`config.mk`:
```
export PLATFORM = sky130hd
export DESIGN_NAME = posit_to_int_pipe
export DESIGN_NICKNAME = d
export VERILOG_FILES = /design/src/rtl/posit_to_int_pipe.sv
export SDC_FILE = /design/constraint.sdc
export NUM_CORES = 1
export LEC_CHECK = 0
export BUFFER_PORTS_ARGS = -buffer_cell sky130_fd_sc_hd__buf_4
export CAP_MARGIN = 20
export CORE_UTILIZATION = 60
export DETAILED_ROUTE_END_ITERATION = 8
export PLACE_DENSITY = 0.79
export SETUP_SLACK_MARGIN = 0.05
export SLEW_MARGIN = 0
export SYNTH_ARGS = -nofsm -noshare
export SYNTH_HDL_FRONTEND = slang
export SYNTH_SLANG_ARGS = --single-unit
```
`constraint.sdc`:
```
create_clock -name clk -period 8.5 [get_ports clk]
set_input_delay 0 -clock clk [delete_from_list [all_inputs] [get_ports clk]]
set_output_delay 0 -clock clk [all_outputs]
set_load 0.1 [all_outputs]
```
`src/rtl/posit_to_int_pipe.sv`:
```
// Three-stage posit(16, es=0) to unsigned 8-bit integer decoder.
// Stage 1 classifies specials, stage 2 decodes the regime, stage 3 scales and rounds.
module posit_to_int_pipe #(
    parameter int N  = 8,
    parameter int P  = 16,
    parameter int es = 0
) (
    input  logic         clk,
    input  logic         rst,
    input  logic         in_valid,
    output logic         in_ready,
    input  logic [P-1:0] in,
    output logic         out_valid,
    input  logic         out_ready,
    output logic [N-1:0] out,
    output logic         out_nar,
    output logic         out_neg,
    output logic         out_sat
);

    localparam int STAGES = 3;
    localparam int BW     = P - 1;          // body width
    localparam int FW     = BW - 1;         // widest possible fraction field
    localparam int RW     = $clog2(P);      // regime run length / fraction length
    localparam int KW     = RW + 1;         // signed scale exponent
    localparam int FB     = BW;             // fractional bits kept while scaling
    localparam int MW     = FB + BW + N;    // scaling workspace
    localparam int IW     = MW - FB;        // integer part width

    localparam logic signed [KW-1:0] K_SAT = KW'(N);
    localparam logic signed [KW-1:0] K_LOW = KW'(-2);

    generate
        if (es != 0) begin : g_es_check
            $error("posit_to_int_pipe supports es = 0 only");
        end
    endgenerate

    typedef struct packed {
        logic          nar;
        logic          neg;
        logic          zero;
        logic [BW-1:0] body;
    } s1_t;

    typedef struct packed {
        logic                 nar;
        logic                 neg;
        logic                 zero;
        logic signed [KW-1:0] k;
        logic [RW-1:0]        fl;
        logic [FW-1:0]        frac;
    } s2_t;

    typedef struct packed {
        logic [N-1:0] val;
        logic         nar;
        logic         neg;
        logic         sat;
    } res_t;

    logic [STAGES:1] vld_pipe;
    logic            advance;
    s1_t             s1_d, s1_q;
    s2_t             s2_d, s2_q;
    res_t            res_d, res_q;

    // Whole pipeline moves as one: any stall at the output freezes every stage.
    assign advance   = !vld_pipe[STAGES] || out_ready;
    assign in_ready  = advance;
    assign out_valid = vld_pipe[STAGES];
    assign out       = res_q.val;
    assign out_nar   = res_q.nar;
    assign out_neg   = res_q.neg;
    assign out_sat   = res_q.sat;

    always_comb begin
        s1_d      = '0;
        s1_d.nar  = (in == {1'b1, {(P-1){1'b0}}});
        s1_d.neg  = in[P-1] && !s1_d.nar;
        s1_d.zero = (in == '0);
        s1_d.body = in[BW-1:0];
    end

    logic [RW-1:0] run;
    logic          done;
    logic [KW-1:0] kp;

    always_comb begin
        run  = '0;
        done = 1'b0;
        for (int i = BW-1; i >= 0; i--) begin
            if (!done) begin
                if (s1_q.body[i] == s1_q.body[BW-1]) run = run + RW'(1);
                else                                 done = 1'b1;
            end
        end
    end

    always_comb begin
        s2_d      = '0;
        s2_d.nar  = s1_q.nar;
        s2_d.neg  = s1_q.neg;
        s2_d.zero = s1_q.zero;
        kp        = {1'b0, run};
        s2_d.k    = s1_q.body[BW-1] ? $signed(kp - KW'(1)) : $signed(-kp);
        // An all-ones or all-zeros body has no terminator, so no fraction bits remain.
        s2_d.fl   = (run >= RW'(BW-1)) ? '0 : RW'(BW-1) - run;
        s2_d.frac = s1_q.body[FW-1:0] & ~({FW{1'b1}} << s2_d.fl);
    end

    logic signed [KW-1:0] k;
    logic signed [KW:0]   diff;
    logic [KW:0]          sh;
    logic [BW-1:0]        mant;
    logic [MW-1:0]        ext0, ext;
    logic [IW-1:0]        ipart;
    logic                 guard, sticky;
    logic [IW:0]          rounded;

    always_comb begin
        k       = s2_q.k;
        mant    = {1'b0, s2_q.frac} | (BW'(1) << s2_q.fl);
        diff    = $signed({k[KW-1], k}) - $signed({2'b00, s2_q.fl});
        sh      = (diff > 0) ? diff : -diff;
        // Mantissa sits above FB zero bits so a right shift never drops the sticky bits.
        ext0    = {{(MW-FB-BW){1'b0}}, mant, {FB{1'b0}}};
        ext     = (diff > 0) ? (ext0 << sh) : (ext0 >> sh);
        ipart   = ext[MW-1:FB];
        guard   = ext[FB-1];
        sticky  = |ext[FB-2:0];
        rounded = {1'b0, ipart} + {{IW{1'b0}}, guard & (sticky | ipart[0])};

        res_d = '0;
        if (s2_q.nar) begin
            res_d.nar = 1'b1;
        end else if (s2_q.neg) begin
            res_d.neg = 1'b1;
        end else if (s2_q.zero) begin
            res_d.val = '0;
        end else if (k >= K_SAT) begin
            res_d.val = '1;
            res_d.sat = 1'b1;
        end else if (k <= K_LOW) begin
            res_d.val = '0;
        end else if (rounded > {{(IW-N+1){1'b0}}, {N{1'b1}}}) begin
            res_d.val = '1;
            res_d.sat = 1'b1;
        end else begin
            res_d.val = rounded[N-1:0];
        end
    end

    always_ff @(posedge clk or posedge rst) begin
        if (rst) begin
            vld_pipe <= '0;
            s1_q     <= '0;
            s2_q     <= '0;
            res_q    <= '0;
        end else if (advance) begin
            vld_pipe <= {vld_pipe[STAGES-1:1], in_valid};
            s1_q     <= s1_d;
            s2_q     <= s2_d;
            res_q    <= res_d;
        end
    end

endmodule

```
## Yosys cells after proc, flatten, opt, wreduce, memory -nomap -nowiden

Index checks and enable logic that the tools add are counted.

- Add/subtract/negate cells: 19
- $lt $le $gt $ge: 5
- Eq/ne operators: 15
- Shift-type cells: 4
- Muxes and demuxes: 70
- Bitwise gates (word level): 5
- Reductions and logical operators: 6

Operators with widths:

| operator | count |
|---|---|
| $mux 4 | 27 |
| $add 4x1->4 const B | 13 |
| $mux 8 | 6 |
| $mux 38 | 1 |
| $shl 30x6->38 | 1 |
| $shr 30x6->38 | 1 |
| $mux 1 | 32 |
| $add 23x1->24 | 1 |
| $gt 24x8->1 const B | 1 |
| $eq 16x16->1 const B | 1 |
| $logic_not 16->1 | 1 |
| $or 14x15->15 | 1 |
| $shl 1x4->15 const A | 1 |
| $and 14x14->14 | 1 |
| $eq 1x1->1 | 14 |
| $not 14->14 | 1 |
| $reduce_or 14->1 | 1 |
| $shl 14x4->14 const A | 1 |
| $gt 6x1->1 const B | 1 |
| $mux 6 | 1 |
| $neg 6->6 | 1 |
| $sub 5x5->6 | 1 |
| $ge 5x5->1 const B | 1 |
| $le 5x2->1 const B | 1 |
| other kinds (11) | 13 |

- Bits in registers: 58
- Bits of input ports: 20
- Output and inout bits: 13
- Word-level logic and storage cells: 139

## Depth between registers and ports, before layout

- Depth in word-level cells: 46
- Gate-level depth with buffers: 38
- Depth with buffers taken out: 36

## Least setup slack after synthesis

Ideal clock, no wire load.

- Path kind: reg-to-reg
- From: reg s1_q[14] (netlist name)
- To: reg s2_q[3] (netlist name)
- Library setup time: 83 ps
- Arrival: 6953 ps
- Data required time: 8417 ps
- Slack: 1464 ps
- Cell stages (with the launch flop): 39
- Path buffers: 2
- Clock period less this slack: 7036 ps
- Cell sequence: dfrtp_1 -> buf_2 -> and4_1 -> a22oi_2 -> nor2_1 -> a21oi_1 -> inv_1 -> ha_1 -> o31a_1 -> ha_1 -> nand3_1 -> and2_1 -> inv_1 -> ha_1 -> nor2_1 -> a21oi_1 -> ha_1 -> inv_1 -> [... 3 more ...] -> o21ai_0 -> ha_1 -> mux2_2 -> ha_1 -> mux2_2 -> ha_1 -> inv_1 -> o311ai_0 -> a32oi_1 -> nor2_1 -> xnor2_1 -> xor2_1 -> and3_1 -> nand2_1 -> mux2i_1 -> buf_2 -> o21ai_0 -> o21ai_0

- Longest elaborated chain between the ends: 46

Ends and longest elaborated chain:

| element | RTL line | text |
|---|---|---|
| from (decl) | 64 | `s1_t s1_d, s1_q;` |
| from (signal assigned) | 157 | `s1_q <= '0;` |
| from (signal assigned) | 162 | `s1_q <= s1_d;` |
| $eq 1x1->1 | 94 | `if (s1_q.body[i] == s1_q.body[BW-1]) run = run + RW'(1);` |
| $mux 2 | 94 |  |
| $add 4x1->4 | 94 |  |
| $mux 4 | 94 |  |
| $mux 4 | 93 | `if (!done) begin` |
| $add 4x1->4 | 94 |  |
| $mux 4 | 94 |  |
| $mux 4 | 93 |  |
| [... 30 more ...] | -- |  |
| $add 4x1->4 | 94 |  |
| $mux 4 | 94 |  |
| $mux 4 (*) | 93 |  |
| $sub 4x4->4 / $ge 4x4->1 (equally long branches) | 108 | `s2_d.fl = (run >= RW'(BW-1)) ? '0 : RW'(BW-1) - run;` |
| $mux 4 (*) | 108 |  |
| $shl 14x4->14 (*) | 109 | `s2_d.frac = s1_q.body[FW-1:0] & ~({FW{1'b1}} << s2_d.fl);` |
| $not 14->14 (*) | 109 |  |
| $and 14x14->14 (*) | 109 |  |
| to (signal assigned) | 158 | `s2_q <= '0;` |
| to (signal assigned) | 163 | `s2_q <= s2_d;` |
| to (decl) | 65 | `s2_t s2_d, s2_q;` |

Every way passes the cells marked *; elsewhere a longest branch is shown, timed or not.
A chain may end at the register's enable or synchronous reset.

## Worst setup path after layout

- From: reg s1_q[11] (netlist name)
- To: reg s2_q[13] (netlist name)

- Longest elaborated chain between the ends: 41

Ends and longest elaborated chain:

| element | RTL line |
|---|---|
| $eq 1x1->1 (*) | 94 |
| $mux 4 | 94 |
| $mux 4 | 93 |
| $add 4x1->4 | 94 |
| $mux 4 | 94 |
| $mux 4 | 93 |
| $add 4x1->4 | 94 |
| $mux 4 | 94 |
| [... 25 more ...] | -- |
| $add 4x1->4 | 94 |
| $mux 4 | 94 |
| $mux 4 (*) | 93 |
| $sub 4x4->4 / $ge 4x4->1 (equally long branches) | 108 |
| $mux 4 (*) | 108 |
| $shl 14x4->14 (*) | 109 |
| $not 14->14 (*) | 109 |
| $and 14x14->14 (*) | 109 |

Marks and branches as above.

==> results by group <==
Yosys
  • Area contributors post-synth: sky130_fd_sc_hd__dfrtp_1, sky130_fd_sc_hd__nand2_1, sky130_fd_sc_hd__a21oi_1
  • Sequential area share after synthesis: 0.215
  • Cell count after synthesis: 922
  • Top cell type's share of synthesized area: 0.215
  • Warnings from Yosys: 0
  • Main synth FF type: sky130_fd_sc_hd__dfrtp_1
  • Async S/R FF share, synth: 1.00
  • Library cell with the highest instance count after synthesis: sky130_fd_sc_hd__nand2_1
  • Post-synthesis net count: 960
  • Number of enable flip-flop cells after synthesis: 0
  • Synth area leader: sky130_fd_sc_hd__dfrtp_1
  • Post-Syn Area per Cell: 7.32 µm²
  • Flip-flop and latch count after synthesis: 58
  • Most instantiated cells after synthesis: sky130_fd_sc_hd__nand2_1, sky130_fd_sc_hd__a21oi_1, sky130_fd_sc_hd__nor2_1
  • Post-synthesis instance area: 6750 µm²
  • Synth cell types: 99

Timing
  • Max-Slew Margin vs Limit: 0.254
  • Final worst-path cycle share: 0.918
  • Number of hold-slack violations in the final timing report: 0
  • RSZ-0062 raised after global routing: false
  • Final slew viol count: 0
  • Worst clock skew on the final layout: approximately 16 ps
  • Setup TNS Final: 0 ps
  • Tightest Pin Transition: 1120 ps
  • Setup-failing EPs final: 0
  • Fin Hold WS: 308 ps
  • Final period demand of the worst path: 7800 ps
  • Worst setup margin: 697 ps
  • Max frequency: 0.128 GHz

Critical path
  • Maximum fanout encountered on the critical timing path: 13
  • R2R Setup Slk: roughly 700 ps
  • Highest-delay cell along the critical path: sky130_fd_sc_hd__dfrtp_1
  • Critical Setup Path Class: flop to flop
  • Category of the worst setup path launch point: flop
  • CP dominant cell by count: sky130_fd_sc_hd__ha_1
  • Worst stage delay on the critical path: 470 ps
  • Crit. Startpoint: s1_q[11]
  • Data required time of the worst path: 8730 ps
  • Arrival time worst endpoint: between 8000 and 9000 ps
  • Worst flop-to-flop path startpoint: s1_q[11]
  • Sort of element at the end of the critical path: flop

CTS
  • Number of buffers added by the clock tree synthesis step: 9
  • TritonCTS clock tree: built
  • CTS Root Buffer Type: sky130_fd_sc_hd__clkbuf_8
  • Clock input transition at the sequential cells of the worst setup and hold paths: ~80 ps
  • Maximum root-to-sink buffer count: 2
  • Insertion delay of the later-clocked pin in the worst-skew pair: 350 ps
  • Sinks on the clock net: 58
  • Depth of the CTS H-tree: 3

Global routing
  • Overflow left after global routing: 0
  • Global-route wire length before repair: 36600 µm
  • Initial antenna violation count: 0
  • Largest net degree at the start of global routing: 64
  • Number of global-route vias before repair: 7123
  • GRT Overall Usage: 0.404

Hold path
  • Hold path start: out_ready
  • Hold Path Class: input pin to flop

Cells and area
  • # diodes: 0
  • Share of layout cells above drive strength 1: 0.124
  • Area Overhead vs Synth: 10.3%
  • Count of fill cells added during filler insertion: 856
  • Non-Filler Instances: around 1100
  • Final-stage net count: 976

Route
  • Number of DRC violations after detailed routing: 0
  • Number of optimization iterations in the first detailed-route pass: 8
  • Post-DR vias/cell: 7.02
  • Final Routed Wirelength: 22800 µm
  • Vias after detailed routing: between 7000 and 8000
  • Antenna-violating nets left: 0
  • Routed len/inst: 21.0 µm
  • DRC violation total after the first TritonRoute iteration: 797

Floorplan
  • Core region area: 10900 µm²
  • Effective utilization at floorplan: 0.620
  • Number of placement rows: 38
  • # IOs: 33
  • Chip Height: 108 µm
  • Floorplan die width: 108 µm
  • Die area: 11700 µm²

Placed design
  • Port bufs: 32
  • Post-Place Cells: 1048
  • Total half-perimeter wirelength after legalization and detailed placement: 16400 µm
  • Placer Congestion: 0.996
  • Placement Setup Slack: approximately 690 ps

Run status
  • Status: complete, no violations

Job
  • Max-Cap Viols: 0
-- final cells by class --
| cell class | count | area [µm²] | area share |
|---|---|---|---|
| clock inverters | 7 | 125 | 0.0168 |
| repair buffers | 64 | 528 | 0.0709 |
| clock buffers | 9 | 124 | 0.0166 |
| inverters | 24 | 90.1 | 0.0121 |
| multi-input cells | 781 | 4950 | 0.665 |
| well taps | 140 | 175 | 0.0235 |
| flip-flops and latches | 58 | 1450 | 0.195 |
-- final timing paths --
path,end,cells past startpoint
worst min-delay path,s2_q[25],5
worst min register to register,out_nar,2
worst max-delay path,s2_q[13],36
max in group asynchronous,s2_q[16],4
min in group asynchronous,s1_q[8],4
worst max register to register,s2_q[13],36
-- cell usage in the layout (no fill, tap or decap), types with 19 or more instances in the layout --
cell                            instances
sky130_fd_sc_hd__mux2i_1               22
sky130_fd_sc_hd__o21ai_0               42
sky130_fd_sc_hd__inv_1                 22
sky130_fd_sc_hd__dfrtp_1               58
sky130_fd_sc_hd__nor3_1                38
sky130_fd_sc_hd__buf_4                 45
sky130_fd_sc_hd__a21oi_1               73
sky130_fd_sc_hd__nor2_1                72
sky130_fd_sc_hd__nand3_1               33
sky130_fd_sc_hd__nand2_1              145
sky130_fd_sc_hd__dlygate4sd3_1         19
-- worst max-delay path: cells and delay by family, from the launching register on --
kind                       cells  cell delay (ps)
buffers and inverters          5              470
and+or+nand+nor                8             1270
muxes                          4              790
AOI/OAI and AO/OA              9             1900
xor gates and xnor gates       2              520
adders and majority gates      8             2250
DFF                            1              470
-- per-layer routing --
layer / up-vias / track usage / wire (µm)
li1: 3470 / - / -
met1: 3576 / 0.496 / 8840
met2: 463 / 0.677 / 10800
met3: 99 / 0.0711 / 2080
met4: 0 / 0.206 / 1070
met5: - / 0 / 0
-- metrics by stage --
step | area, µm² | utilization
after CTS | 7440 | 0.683
after global routing | 7450 | 0.684
final | 7450 | 0.684
after floorplan | 6750 | -
after global placement | 7000 | 0.643
after detailed placement | 7000 | 0.643
-- cell families (layout without fill, tap and decap cells) --
kind of cell	count (synthesis)	after routing	share of synthesized area
AOI/OAI and AO/OA	290	290	0.303
xor gates and xnor gates	27	27	0.0384
adders and majority gates	18	18	0.0345
buffers and inverters	83	104	0.0543
DFF	58	58	0.215
muxes	29	29	0.0465
and+or+nand+nor	417	417	0.309
-- sequential cells by signal, indices dropped and copies added, names as in the netlist --
| signal | count |
|---|---|
| s2_q | 21 |
| s1_q | 18 |
| out | 8 |
| k | 5 |
| vld_pipe | 3 |
| out_nar | 1 |
| out_neg | 1 |
| out_sat | 1 |
-- repair_timing --
| item | CTS | global route |
|---|---|---|
| hold endpoints to repair | 77 | 0 |
| endpoints found under the setup margin | 0 | 8 |
| hold buffers | 19 | 0 |
| gates resized for setup | 0 | 3 |
| buffers inserted | 0 | 0 |
Power is not shown: default switching activity piles up to over one toggle a cycle in this logic, so the estimate is an artifact.
